## config.mk

```make
export PLATFORM = sky130hd
export DESIGN_NAME = precount_host
export DESIGN_NICKNAME = d
export VERILOG_FILES = /design/src/rtl/precount_host.sv
export SDC_FILE = /design/constraint.sdc
export NUM_CORES = 1
export LEC_CHECK = 0
export CAP_MARGIN = 20
export CORE_MARGIN = 2
export CORE_UTILIZATION = 59
export CTS_CLUSTER_SIZE = 16
export DETAILED_ROUTE_END_ITERATION = 8
export GPL_ROUTABILITY_DRIVEN = 0
export HOLD_SLACK_MARGIN = 0.12
export PLACE_DENSITY = 0.86
export SETUP_SLACK_MARGIN = 0.2
export SLEW_MARGIN = 20
export SYNTH_ARGS = -nofsm -noshare
export SYNTH_HDL_FRONTEND = slang
export SYNTH_SLANG_ARGS = --single-unit
```

## constraint.sdc

```tcl
create_clock -name clk -period 4.2 [get_ports clk]
set_clock_uncertainty 0.15 [all_clocks]
set_input_delay 0.42 -clock clk [delete_from_list [all_inputs] [get_ports clk]]
set_output_delay 0.42 -clock clk [all_outputs]
set_load 0.05 [all_outputs]
```

## src/rtl/precount_host.sv

```systemverilog
// rtl/precount_host.sv - host-side command sequencer for the 8-bit preset up/down counter
//
// Purpose: accepts LOAD/RUN/READ commands on a valid/ready port, drives the
// counter's din/load/up/enb pins, reads its tri-stated dout through rdb, counts
// carry pulses during RUN and checks readback against an internal shadow count.
//
// Ports:
//   clk, rst                      clock (rising edge), synchronous active-high reset
//   cmd_valid/cmd_ready           command handshake
//   cmd_op, cmd_dir, cmd_data     00 LOAD, 01 RUN, 10 READ, 11 NOP; RUN direction; value / step count
//   rsp_valid/rsp_ready           response handshake (held until accepted)
//   rsp_data, rsp_carries, rsp_err  shadow or sampled dout, RUN carry count, READ mismatch
//   cnt_din, cnt_load, cnt_up     counter preset value, load strobe, direction
//   cnt_enb, cnt_rdb              counter enable and output enable, both active-low
//   cnt_dout, cnt_carry           counter data bus and registered carry
module precount_host #(
  parameter int W    = 8,
  parameter int TURN = 1
) (
  input  logic         clk,
  input  logic         rst,
  input  logic         cmd_valid,
  output logic         cmd_ready,
  input  logic [1:0]   cmd_op,
  input  logic         cmd_dir,
  input  logic [W-1:0] cmd_data,
  output logic         rsp_valid,
  input  logic         rsp_ready,
  output logic [W-1:0] rsp_data,
  output logic [7:0]   rsp_carries,
  output logic         rsp_err,
  output logic [W-1:0] cnt_din,
  output logic         cnt_load,
  output logic         cnt_up,
  output logic         cnt_enb,
  output logic         cnt_rdb,
  input  logic [W-1:0] cnt_dout,
  input  logic         cnt_carry
);

  typedef enum logic [2:0] {IDLE, LOAD, RUN, DRAIN, READ, RESP} state_t;

  localparam logic [W-1:0] ONE   = W'(1);
  localparam logic [7:0]   TLAST = 8'(TURN);

  state_t       state;
  logic [W-1:0] shadow;
  logic [W-1:0] remain;
  logic [7:0]   tcnt;
  logic [7:0]   cc;
  logic         step_d;
  logic         cc_inc;
  logic [7:0]   cc_next;

  // The counter's carry is registered, so it lines up with the cycle after the
  // enabled step that caused it; step_d marks exactly those cycles.
  always_comb begin
    cc_inc  = step_d && cnt_carry && (cc != 8'hFF);
    cc_next = cc + {7'd0, cc_inc};
  end

  always_ff @(posedge clk) begin
    if (rst) begin
      state       <= IDLE;
      cmd_ready   <= 1'b0;
      rsp_valid   <= 1'b0;
      rsp_data    <= '0;
      rsp_carries <= 8'd0;
      rsp_err     <= 1'b0;
      cnt_din     <= '0;
      cnt_load    <= 1'b0;
      cnt_up      <= 1'b1;
      cnt_enb     <= 1'b1;
      cnt_rdb     <= 1'b1;
      shadow      <= '0;
      remain      <= '0;
      tcnt        <= 8'd0;
      cc          <= 8'd0;
      step_d      <= 1'b0;
    end else begin
      step_d <= ~cnt_enb;
      case (state)
        IDLE: begin
          cmd_ready <= 1'b1;
          if (cmd_valid && cmd_ready) begin
            cmd_ready <= 1'b0;
            case (cmd_op)
              2'b00: begin
                cnt_din  <= cmd_data;
                cnt_load <= 1'b1;
                shadow   <= cmd_data;
                state    <= LOAD;
              end
              2'b01: begin
                cnt_up      <= cmd_dir;
                cc          <= 8'd0;
                rsp_carries <= 8'd0;
                if (cmd_data == '0) begin
                  rsp_data  <= shadow;
                  rsp_err   <= 1'b0;
                  rsp_valid <= 1'b1;
                  state     <= RESP;
                end else begin
                  cnt_enb <= 1'b0;
                  remain  <= cmd_data;
                  state   <= RUN;
                end
              end
              2'b10: begin
                cnt_rdb <= 1'b0;
                tcnt    <= 8'd0;
                state   <= READ;
              end
              default: begin
                rsp_data    <= shadow;
                rsp_carries <= 8'd0;
                rsp_err     <= 1'b0;
                rsp_valid   <= 1'b1;
                state       <= RESP;
              end
            endcase
          end
        end
        LOAD: begin
          cnt_load    <= 1'b0;
          rsp_data    <= shadow;
          rsp_carries <= 8'd0;
          rsp_err     <= 1'b0;
          rsp_valid   <= 1'b1;
          state       <= RESP;
        end
        RUN: begin
          // Each cycle spent here is one enabled counter step.
          shadow <= cnt_up ? shadow + ONE : shadow - ONE;
          cc     <= cc_next;
          remain <= remain - ONE;
          if (remain == ONE) begin
            cnt_enb <= 1'b1;
            state   <= DRAIN;
          end
        end
        DRAIN: begin
          // Picks up the carry produced by the final step.
          cc          <= cc_next;
          rsp_carries <= cc_next;
          rsp_data    <= shadow;
          rsp_err     <= 1'b0;
          rsp_valid   <= 1'b1;
          state       <= RESP;
        end
        READ: begin
          if (tcnt == TLAST) begin
            cnt_rdb     <= 1'b1;
            rsp_data    <= cnt_dout;
            rsp_err     <= (cnt_dout != shadow);
            rsp_carries <= 8'd0;
            rsp_valid   <= 1'b1;
            state       <= RESP;
          end else begin
            tcnt <= tcnt + 8'd1;
          end
        end
        RESP: begin
          if (rsp_ready) begin
            rsp_valid <= 1'b0;
            cmd_ready <= 1'b1;
            state     <= IDLE;
          end
        end
        default: state <= IDLE;
      endcase
    end
  end

endmodule

```

Word-level counts from Yosys, hierarchy flattened
Index checks and enable logic that the tools add are counted.
{"block": "word_totals", "input_bits": 24, "elab_cells": 131, "out_inout_bits": 31, "ff_bits": 67}
{"block": "classes", "mux": 56, "reduce_logical": 31, "bitwise_logic": 1, "add_sub_neg": 5, "n_eq_ne": 22}
{"cell": "2-to-1 mux 8 bit", "count": 17}
{"cell": "one-hot mux 8 bit (2 select lines)", "count": 5}
{"cell": "one-hot mux 8 bit (4 select lines)", "count": 1}
{"cell": "one-hot mux 8 bit (3 select lines)", "count": 1}
{"cell": "AND reduction 4 bit", "count": 5}
{"cell": "2-to-1 mux 1 bit", "count": 17}
{"cell": "adder 8 x 1 -> 8 bit (second input constant)", "count": 2}
{"cell": "== test 8 x 1 -> 1 bit (second input constant)", "count": 2}
{"cell": "subtractor 8 x 1 -> 8 bit (second input constant)", "count": 2}
{"cell": "2-to-1 mux 3 bit", "count": 5}
{"cell": "one-hot mux 3 bit (5 select lines)", "count": 1}
{"cell": "AND reduction 3 bit", "count": 5}
{"cell": "!= test 2 bit (second input constant)", "count": 7}
{"cell": "one-hot mux 1 bit (2 select lines)", "count": 6}
{"cell": "AND reduction 5 bit", "count": 2}
{"cell": "nonzero test 2 bit", "count": 5}
{"cell": "one-hot mux 3 bit (3 select lines)", "count": 1}
{"cell": "adder 8 x 1 -> 8 bit", "count": 1}
{"cell": "logical NOT 8 bit", "count": 1}
{"cell": "!= test 8 bit", "count": 1}
{"cell": "!= test 8 bit (second input constant)", "count": 1}
{"cell": "nonzero test 4 bit", "count": 2}
{"cell": "== test 3 x 2 -> 1 bit (second input constant)", "count": 2}
{"cell": "== test 3 bit (second input constant)", "count": 2}
{"cell": "other kinds (15)", "count": 21}

Depth between registers and ports, before layout
Gate-level depths: netlist (run 1).
{"block": "depth", "word_depth": 5, "depth_mapped": 10, "ltp_nobuf": 10}

Worst setup path before layout (run 1)
Ideal clock, no wire load.
{"block": "synth_path", "kind": "reg-to-reg", "start": "reg cnt_up", "end": "reg shadow[7]", "synth_period_minus_slack_ns": 2.640, "n_path_buf": 0, "t_required_ns": 3.928, "t_arrival_ns": 2.369, "stages_incl_launch_ff": 8, "setup_time_ns": 0.122, "setup_slack_ns": 1.560, "cell_sequence": "dfxtp_1 inv_1 ha_1 a211oi_1 o21ai_0 o311ai_0 xnor2_1 o311a_1"}
{"block": "synth_between", "elab_chain_cells": 2}
{"element": "start, declared", "line_no": "34", "source": "output logic cnt_up,"}
{"element": "start signal, assigned", "line_no": "95", "source": "cnt_up <= cmd_dir;"}
{"element": "2-to-1 mux 8 bit", "line_no": "134", "source": "shadow <= cnt_up ? shadow + ONE : shadow - ONE;"}
{"element": "one-hot mux 8 bit (2 select lines)", "line_no": "82", "source": "case (state)"}
{"element": "end signal, assigned", "line_no": "91", "source": "shadow <= cmd_data;"}
{"element": "end signal, assigned", "line_no": "134"}
{"element": "end, declared", "line_no": "47", "source": "logic [W-1:0] shadow;"}
Every way passes these cells.
A chain may end at the register's enable or synchronous reset.

Final worst setup path (run 1)
{"block": "layout_path", "start": "in cmd_data[1]", "end": "reg rsp_data[3]"}
{"block": "layout_between", "elab_chain_cells": 3}
{"element": "start, declared", "line_no": "26", "source": "input logic [W-1:0] cmd_data,"}
{"element": "logical NOT 8 bit", "line_no": "98", "source": "if (cmd_data == '0) begin"}
{"element": "!= test 3 bit (no line)"}
{"element": "AND reduction 5 bit (no line)"}
{"element": "end signal, assigned", "line_no": "99", "source": "rsp_data <= shadow;"}
{"element": "end signal, assigned", "line_no": "115", "source": "rsp_data <= shadow;"}
{"element": "end signal, assigned", "line_no": "126", "source": "rsp_data <= shadow;"}
{"element": "end, declared", "line_no": "29", "source": "output logic [W-1:0] rsp_data,"}
Every way passes these cells.

==> metrics.cfg, run 1 <==
[outcome]
status=complete, no violations

[logic_synthesis]
synth_edf_count=0
yosys_warnings=0
syn_inst=437
ys_ff_latch=67
synth.avg_cell_area_um2=8.46
dominantRegCellSynth=dfxtp_1
syn-num-nets=474
syn-cell-area_mm2=0.00370
synth_cell_types=66
synthArstFlopShare=0
yosysSeqAreaShare=0.363

[pwr]
power_frac_clock=0.259
powerDensity_mw_per_mm2=497
netSwitchingFraction=0.384
intPower_w=0.00136
power.leakage_nw=1.67
ir_drop_uv=403
switching_power_w=0.000850
combPwrFrac=0.369
p_seq_frac=0.372

[clocking]
clock-sinks=67
ctsResizeCount=0
clk_path_buf_depth=2
cts_setup_buffers=0
cts_tree=done
clock-root-buffer=clkbuf_8
insertion_delay_ns=0.35
clk_pin_slew_worst_paths_ns=0.07
htree_levels=3
cts_hold_buffers=0
cts_buffers=9

[finish]
layout.nets=520
utilization=0.742
syn2layout_area_growth_pct=20.3
final_cell_mix=dfxtp_1, nor2_1, clkdlybuf4s50_1, nand2_1, a21oi_1
post_route_cells_drive_above_1_share=0.0840
multi_input_area_mm2=0.00221
layout_commonest_cell=dfxtp_1
diodes=0
sequential_cell_area_mm2=0.00134
n_fill_cell=460

[sta]
slew_viol_final=0
min_period_ns=2.78
fmax_ghz=0.360
rsz0062_at_grt=false
period_share=0.662
whs_ns=0.303
setup_viol=0
maxSlewHeadroom=0.425
finalSetupTns_ns=0
finalHoldViolCount=0
worstMarginPinSlew_ns=0.857

[routing]
vias=3487
top_layer_used=met4
met3_length_um=520
ant_nets=0
drt-pass1-iter-count=7
drc=0
wl_um=9000
drtIter0Drc=218
wl_per_cell_um=16.0
routedLengthMet1_um=3790
vias_per_cell=6.19
route.met2.wl_um=4430

[grt]
antenna_found_initial=0
grt_pass1_wl_um=14700
grt_pass1_vias=3248
gr-total-overflow=0
grt_use_total=0.257
grt_max_degree=54

[floorplanning]
chipHeight_um=83.2
io_pins=55
fp-row-count=28
initial_core_util=0.617
die_w_um=83.2
die-area_mm2=0.00692
core_mm2=0.00599

[critical_path]
crit_fanout=18
crit_path_start_kind=input port
cp.required_ns=4.30
path_class=input port to register
setup.worst_path.end_class=register
cp.arrival_ns=2.88

[place]
place.port_buffers=54
dpl.hpwl_um=6390

[run]
maxCapViolations=0

[hold_path]
holdCritPathClass=register to register

==> cell usage after synthesis (5+ instances only) <==
cell	n	area [µm²]
ha_1	12	150
xor2_1	22	193
inv_1	9	33.8
a21o_1	5	37.5
nor3_1	16	80.1
nor2b_1	7	43.8
a211oi_1	10	75.1
xnor2_1	6	52.6
a21oi_1	34	170
nand3_1	11	55.1
o21ai_0	18	90.1
nor2_1	57	214
clkbuf_1	16	60.1
a22oi_1	12	90.1
dfxtp_1	67	1340
mux2i_1	10	100
nand2_1	39	146
==> critical path, cell delays in order <==
cell and delay (ns):
clkdlybuf4s50_1 0.51, nor4_2 0.62, a21oi_2 0.16, o311ai_4 0.75, nor2_1 0.12, a211oi_1 0.29
==> per-layer routing <==
metal / vias to the layer above / global-route usage
met5: - / 0
met4: 0 / 0.109
met3: 31 / 0.0586
met2: 148 / 0.441
met1: 1629 / 0.309
li1: 1679 / -
==> flip-flops by register name, indices dropped and copies added, names as in the netlist, 3 cells and up <==
name,flops
state,3
rsp_data,8
rsp_carries,8
cnt_din,8
cc,8
tcnt,8
shadow,8
remain,8
==> per-stage QoR <==
stage | setup WS [ns] | total power [W] | cells | cell area, µm²
floorplan | 1.56 | 0.00143 | 437 | 3700
global placement | 1.33 | 0.00162 | 547 | 4240
detailed placement | 1.12 | 0.00164 | 547 | 4240
CTS | 1.46 | 0.00221 | 563 | 4450
global route | 1.29 | 0.00232 | 563 | 4450
finish | 1.42 | 0.00221 | 563 | 4450
==> cells by family (layout without fill, tap and decap cells) <==
logic type | Yosys count | count (layout) | share of synthesized area
compound gates | 118 | 118 | 0.225
xor+xnor | 28 | 28 | 0.0663
fa+ha+maj | 13 | 13 | 0.0460
buf+inv | 32 | 83 | 0.0413
flops | 67 | 67 | 0.363
mux | 11 | 11 | 0.0301
simple gates | 168 | 168 | 0.228
==> power by group through the flow <==
stage / registers, W / logic (W) / clock network (W)
after global routing: 0.000834 / 0.000883 / 0.000604
final: 0.000823 / 0.000815 / 0.000573
after CTS: 0.000821 / 0.000813 / 0.000576
after detailed placement: 0.000834 / 0.000811 / 0
after floorplan: 0.000931 / 0.000500 / 0
after global placement: 0.000831 / 0.000786 / 0
==> final timing paths <==
kind / start / to / slack, ns / cells after the start
setup / recovery: cmd_data[1] / rsp_data[3]$_SDFFE_PP0P_ / 1.42 / 6
hold / removal: cnt_din[6]$_SDFFE_PP0P_ / cnt_din[6]$_SDFFE_PP0P_ / 0.30 / 2
setup reg to reg: cnt_up$_SDFFE_PP1P_ / shadow[7]$_SDFFE_PP0P_ / 1.67 / 7
hold reg to reg: cnt_din[6]$_SDFFE_PP0P_ / cnt_din[6]$_SDFFE_PP0P_ / 0.30 / 2
==> cell type report <==
class | count | area share
repair buffers | 57 | 0.125
multi-input cells | 338 | 0.497
flip-flops and latches | 67 | 0.302
clock inverters | 6 | 0.0180
well taps | 75 | 0.0211
clock buffers | 10 | 0.0287
inverters | 10 | 0.00844
No activity file was read; power rests on OpenSTA's default activity.
==> run 2, diff against run 1 <==
Settings changed: CORE_UTILIZATION 59 to 54, PLACE_DENSITY 0.86 to 0.8.
Clock period 4.2 ns to 2.8 ns, I/O delays scaled along.
==> metrics.cfg, run 2 (same netlist as run 1, synthesis figures left out) <==
[outcome]
status=complete, no violations

[hold_path]
holdCritPathClass=input port to register

[pwr]
switching_power_w=0.00129
p_seq_frac=0.347
power_frac_clock=0.265
power.total_w=0.00343
power.leakage_nw=1.72
intPower_w=0.00213
netSwitchingFraction=0.377
powerDensity_mw_per_mm2=754
combPwrFrac=0.388
ir_drop_uv=478

[floorplanning]
io_pins=55
die_w_um=86.7
die-area_mm2=0.00752
core_mm2=0.00672
initial_core_util=0.550
chipHeight_um=86.7
fp-row-count=30

[finish]
stdcell_area_mm2=0.00454
diodes=0
layout.nets=529
final_cell_mix=dfxtp_1, nor2_1, clkdlybuf4s50_1, nand2_1, a21oi_1
utilization=0.676
layout_commonest_cell=dfxtp_1
n_fill_cell=566
post_route_cells_drive_above_1_share=0.103
syn2layout_area_growth_pct=22.8

[clocking]
cts_buffers=9
ctsResizeCount=0
clock-sinks=67
insertion_delay_ns=0.34
cts_setup_buffers=0
clk_path_buf_depth=2
clock-root-buffer=clkbuf_8
cts_hold_buffers=0
htree_levels=3
clk_pin_slew_worst_paths_ns=0.07
cts_tree=done

[routing]
drtIter0Drc=261
vias=3451
drc=0
wl_um=9150
vias_per_cell=5.98
ant_nets=0
wl_per_cell_um=15.9
drt-pass1-iter-count=5

[critical_path]
cp.arrival_ns=2.43
crit_path_start_kind=register
path_class=register to register
setup.worst_path.end_class=register
cp.required_ns=2.88
crit_fanout=5

[place]
place_ws_ns=0.151
placed_cell_area_mm2=0.00431
place.port_buffers=54
dpl.hpwl_um=6520

[sta]
period_share=0.838
finalSetupTns_ns=0
finalHoldViolCount=0
layout_setup_ws_ns=0.453
fmax_ghz=0.426
slew_viol_final=0
rsz0062_at_grt=false
min_period_ns=2.35
maxSlewHeadroom=0.594
setup_viol=0
worstMarginPinSlew_ns=0.607

[grt]
met1_usage=0.306
grt_max_degree=41
use_met3=0.0657
gr-total-overflow=0
globalRouteMet2Util=0.425
antenna_found_initial=0
grt_pass1_wl_um=15200
busiest_layer=met2
grt_pass1_vias=3364
grt_use_total=0.250

[run]
maxCapViolations=0

run 2: worst max-delay path: stages, from the launching register on:
cell and delay (ns):
dfxtp_1 0.41, ha_1 0.17, nor4b_2 0.35, nand3_1 0.27, a2111oi_2 0.49, nand2_1 0.10, a211o_1 0.29
run 2: layer usage:
| layer | share of wire | up-vias |
|---|---|---|
| li1 | - | 1695 |
| met2 | 0.50 | 88 |
| met4 | 0.013 | 0 |
| met1 | 0.44 | 1655 |
| met3 | 0.048 | 13 |
| met5 | 0 | - |
run 2: path summary, 6_finish.rpt:
| kind | from | endpoint | slack, ns | cells after the start |
|---|---|---|---|---|
| min reg2reg | cnt_din[4]$_SDFFE_PP0P_ | cnt_din[4]$_SDFFE_PP0P_ | 0.31 | 2 |
| max | tcnt[0]$_SDFFE_PP0P_ | cnt_enb$_SDFFE_PP1P_ | 0.45 | 6 |
| max reg2reg | tcnt[0]$_SDFFE_PP0P_ | cnt_enb$_SDFFE_PP1P_ | 0.45 | 6 |
| min | rst | rsp_err$_SDFFE_PP0P_ | 0.16 | 2 |
run 2: power by group through the flow:
| stage | Combinational (W) | Clock (W) | Sequential, W |
|---|---|---|---|
| after CTS | 0.00132 | 0.000928 | 0.00119 |
| after floorplan | 0.000750 | 0 | 0.00140 |
| final | 0.00133 | 0.000908 | 0.00119 |
| after global placement | 0.00128 | 0 | 0.00120 |
| after global routing | 0.00144 | 0.000966 | 0.00121 |
| after detailed placement | 0.00131 | 0 | 0.00121 |
run 2: metrics by stage:
stage	hold WS, ns	std cells
2_1_floorplan	0.266	437
3_3_place_gp	0.291	561
3_5_place_dp	0.299	561
4_1_cts	0.160	577
5_1_grt	0.193	577
6_report	0.163	577
run 2: layout make-up:
type / count / area (µm²) / area share
Clock buffer: 12 / 155 / 0.0342
Clock inverter: 4 / 72.6 / 0.0160
Inverter: 10 / 37.5 / 0.00826
Multi-Input combinational cell: 338 / 2210 / 0.486
Sequential cell: 67 / 1340 / 0.296
Tap cell: 80 / 100 / 0.0220
Timing Repair Buffer: 66 / 626 / 0.138
==> run 3, diff against run 2 <==
Clock period 2.8 ns to 2.4 ns, I/O delays scaled along.
==> metrics.cfg, run 3 (same netlist as run 1, synthesis figures left out) <==
[pwr]
p_seq_frac=0.313
ir_drop_uv=424
power.total_w=0.00445
netSwitchingFraction=0.364
power.leakage_nw=1.84
combPwrFrac=0.384
powerDensity_mw_per_mm2=901
power_frac_clock=0.304
switching_power_w=0.00162
intPower_w=0.00283

[clocking]
htree_levels=3
cts_tree=done
clk_path_buf_depth=2
cts_hold_buffers=0
clock-sinks=67
clock-root-buffer=clkbuf_8
cts_buffers=9
clk_pin_slew_worst_paths_ns=0.08
insertion_delay_ns=0.35

[run]
maxCapViolations=0

[critical_path]
cp.arrival_ns=2.23
setup.worst_path.end_class=register
path_class=register to register
cp.required_ns=2.47
crit_path_start_kind=register
crit_fanout=11
ff2ff_setup_slack_ns=0.25

[finish]
layout_commonest_cell=dfxtp_1
final_cell_mix=dfxtp_1, nor2_1, clkdlybuf4s50_1, nand2_1, a21oi_1
post_route_cells_drive_above_1_share=0.180
n_fill_cell=483
diodes=0
syn2layout_area_growth_pct=33.5
layout.nets=550

[place]
place.port_buffers=54
dpl.hpwl_um=6890
place_ws_ns=0.0635

[floorplanning]
initial_core_util=0.550
die_w_um=86.7
io_pins=55
chipHeight_um=86.7
fp-row-count=30
core_mm2=0.00672
die-area_mm2=0.00752

[routing]
drt-pass1-iter-count=5
drc=0
drtIter0Drc=230
vias_per_cell=6.13
wl_per_cell_um=17.5
wl_um=10500
vias=3668
ant_nets=0

[sta]
maxSlewHeadroom=0.491
layout_setup_ws_ns=0.247
fmax_ghz=0.465
slew_viol_final=0
finalSetupTns_ns=0
worstMarginPinSlew_ns=0.760
rsz0062_at_grt=true
period_share=0.897
setup_viol=0
min_period_ns=2.15
finalHoldViolCount=0

[grt]
antenna_found_initial=0
grt_pass1_wl_um=16400
gr-total-overflow=0
grt_max_degree=34
grt_use_total=0.278
grt_pass1_vias=3502

[hold_path]
holdCritPathClass=input port to register

[outcome]
status=complete, no violations

[run 3: worst max-delay path: stages, from the launching register on]
cell     delay, ns
dfxtp_1       0.31
or3_1         0.50
or4_4         0.57
buf_4         0.20
o221a_1       0.28
[run 3: final timing paths]
check                                            from                endpoint  depth (start not counted)
worst max-delay path            state[2]$_SDFFE_PP0P_  shadow[1]$_SDFFE_PP0P_                          4
worst min-delay path                              rst  remain[1]$_SDFFE_PP0P_                          2
worst max register to register  state[2]$_SDFFE_PP0P_  shadow[1]$_SDFFE_PP0P_                          4
worst min register to register   cnt_enb$_SDFFE_PP1P_       step_d$_SDFF_PP0_                          1
[run 3: area by class of cell]
type                    instances  area, µm²  area share
clock buffers                  11        163      0.0330
inverters                      10       41.3     0.00837
repair buffers                 87        812       0.165
flip-flops and latches         67       1350       0.274
multi-input cells             338       2340       0.474
well taps                      80        100      0.0203
clock inverters                 5        129      0.0261
[run 3: stage by stage]
| step | util | cells | hold slack, ns | instance area (µm²) |
|---|---|---|---|---|
| 2_1_floorplan | - | 437 | 0.226 | 3700 |
| 3_3_place_gp | 0.662 | 577 | 0.277 | 4450 |
| 3_5_place_dp | 0.662 | 577 | 0.280 | 4450 |
| 4_1_cts | 0.722 | 597 | 0.173 | 4850 |
| 5_1_grt | 0.735 | 598 | 0.213 | 4940 |
| 6_report | 0.735 | 598 | 0.178 | 4940 |
[run 3: routing by layer]
metal | share of wire | vias to the layer above | track usage
li1 | - | 1740 | -
met2 | 0.49 | 146 | 0.468
met1 | 0.42 | 1744 | 0.337
met4 | 0.038 | 0 | 0.143
met5 | 0 | - | 0
met3 | 0.056 | 38 | 0.0543
[run 3: power by group through the flow]
stage          logic (W)  clock network [W]  registers (W)
6_report         0.00171            0.00135        0.00139
3_5_place_dp     0.00158                  0        0.00140
5_1_grt          0.00183            0.00141        0.00140
2_1_floorplan   0.000875                  0        0.00163
3_3_place_gp     0.00155                  0        0.00140
4_1_cts          0.00163            0.00136        0.00138
[run 3: timing repair]
action / CTS / global route
pin swaps: 3 / 4
gates resized for setup: 13 / 15
setup buffers: 4 / 1
endpoints found under the setup margin: 3 / 18
==> edit (settings of run 1) <==
Encoding of `state_t`: now one-hot (6 bits for 6 states).
--- a/src/rtl/precount_host.sv
+++ b/src/rtl/precount_host.sv
@@ -38,7 +38,7 @@
   input  logic         cnt_carry
 );
 
-  typedef enum logic [2:0] {IDLE, LOAD, RUN, DRAIN, READ, RESP} state_t;
+  typedef enum logic [5:0] {IDLE = 6'b000001, LOAD = 6'b000010, RUN = 6'b000100, DRAIN = 6'b001000, READ = 6'b010000, RESP = 6'b100000} state_t;
 
   localparam logic [W-1:0] ONE   = W'(1);
   localparam logic [7:0]   TLAST = 8'(TURN);
Check against the original RTL: no difference found for any inputs over 4 cycles, from zero or initial values and one cycle with rst high; so few cycles prove little.
==> edit against run 1 <==
- worst hold slack lost 49 ps
- wire length rose by 5.2%
- design area fell by 0.25%
- setup slack got worse by 130 ps
- count of clock-buffer cells in the layout grew 6
- utilization shrank 3.2 points
- sequential share of layout area grew 1.4 points
- area after synthesis is 1.3% higher
- sequential cell count is 3 higher
- total power is 3.0% higher
- via count grew 3.0%
- largest power group is now combinational cells
==> edit: results (changes against run 1) <==
Detailed routing
  • Drt first pass iters: 5 (-2)
  • Final wirelength: 9460 microns (+5.2%)
  • Number of DRC markers in iteration 0: 258 (+18%)
  • Via density: 6.38 (+3.0%)
  • DR vias: 3591 (+3.0%)

Cells and area
  • Fillers: 486 (+5.7%)
  • Nets: 518 (-0.38%)
  • Ratio of cells with drive above 1 in the final layout: 4.94% (-3.5 points)

Synth
  • Mapped Nets: 477 (+0.63%)
  • Most frequent cells after synthesis: dfxtp_1, nor2_1, nand2_1
  • Largest cells by area after synthesis: dfxtp_1, nor2_1, a21oi_1, ha_1, nand2_1
  • Synth Area per Inst: 8.51 sq um (+0.56%)
  • Seq/Total Area, Yosys: 37.4% (+1.2 points)
  • Synth unique cells: 57 (-14%)

Placement
  • Post-place instance area: 4260 sq um (+0.38%)
  • Final HPWL DP: 6660 microns (+4.3%)
  • Worst slack, placed: 1350 ps (+227 ps)

Setup path
  • CP max stage cell: or4_1
  • Crit path DAT: 2960 ps (+80 ps)
  • Worst-case reg-to-reg path depth: 5 (-2)
  • Critical R2R Capture: remain[0]$_SDFFE_PP0P_
  • Reg-to-reg setup timing slack: 1290 ps (-380 ps)
  • R2R Path Start: state[1]$_SDFFE_PP0P_
  • Largest fanout on the critical path: 28 (+10)
  • Cell family with most CP delay: simple AND/OR/NAND/NOR gates
  • Crit-path max cell delay: 690 ps (-60 ps)

Power and ir drop
  • Sequential power: 0.000837 W (+2%)
  • Fraction of power spent switching nets: 41.3% (+2.8 points)
  • Cell internal pwr: 0.00134 W (-1.7%)
  • Power share of the clock group: 21.9% (-4.0 points)
  • LEAKAGE: 1.54 nW (-8.0%)
  • Peak supply drop: 357 uV (-11%)

STA
  • Hold_ws: 254 ps (-49.3 ps)
  • Slew @ Worst Pin: 843 ps (-14.2 ps)

Global routing
  • First-pass GRT wire length: 15800 microns (+8.1%)
  • Largest net degree at the start of global routing: 60 (+11%)
  • GRT Overall Usage: 27.7% (+1.9 points)
  • Vias in the first global route: 3385 (+4.2%)

Worst hold path
  • Hold endpoint: cnt_up$_SDFFE_PP1P_
  • Class of the worst hold path: input port to register
  • Min-delay src: rst
  • Cell depth of the worst hold path: 3 (+1)

Clocking
  • Latest clock arrival within the worst-skew pair: between 300 and 400 ps
  • Root buffer cell: clkbuf_8

Outcome
  • Status: finished, final reports clean
## edit: kinds of logic (layout without fill, tap and decap cells)
group	count (synthesis)	count (layout)	synth area share [%]
xor+xnor	29	29	6.78
buf+inv	40	86	5.21
simple gates	155	155	21.1
compound gates	123	123	22.2
fa+ha+maj	13	13	4.55
flops	70	70	37.4
mux	10	10	2.67
## edit: layer usage
layer | up-vias | wire [microns] | global-route usage [%] | share of wire, %
li1 | 1714 | - | - | -
met1 | 1708 | 3980 | 34.9 | 42
met2 | 146 | 4750 | 47.1 | 50
met3 | 23 | 578 | 7.12 | 6.1
met4 | 0 | 162 | 7.33 | 1.7
met5 | - | 0 | 0 | 0
## edit: how the worst max path moves through the flow
stage,startpoint,slack [ps],cells after the start,endpoint
floorplan,state[2]$_SDFFE_PP0P_,1710,10,shadow[4]$_SDFFE_PP0P_
global placement,state[1]$_SDFFE_PP0P_,1440,5,remain[0]$_SDFFE_PP0P_
detailed placement,state[1]$_SDFFE_PP0P_,1350,5,remain[0]$_SDFFE_PP0P_
CTS,state[1]$_SDFFE_PP0P_,1330,5,remain[0]$_SDFFE_PP0P_
global route,state[1]$_SDFFE_PP0P_,1110,5,remain[3]$_SDFFE_PP0P_
finish,state[1]$_SDFFE_PP0P_,1290,5,remain[0]$_SDFFE_PP0P_
## edit: cell type report
cell class	count	area [sq um]	share of cell area, %
Clock buffer	16	180	4.06
Tap cell	77	96.3	2.17
Timing Repair Buffer	58	566	12.8
Sequential cell	70	1400	31.6
Multi-Input combinational cell	330	2150	48.4
Inverter	12	45.0	1.02
## edit: worst reg2reg max path, delay by kind of cell, from the launching register on
| family | cells | cell delay [ps] |
|---|---|---|
| AOI/OAI and AO/OA | 2 | 530 |
| and+or+nand+nor | 3 | 1680 |
| DFF | 1 | 420 |
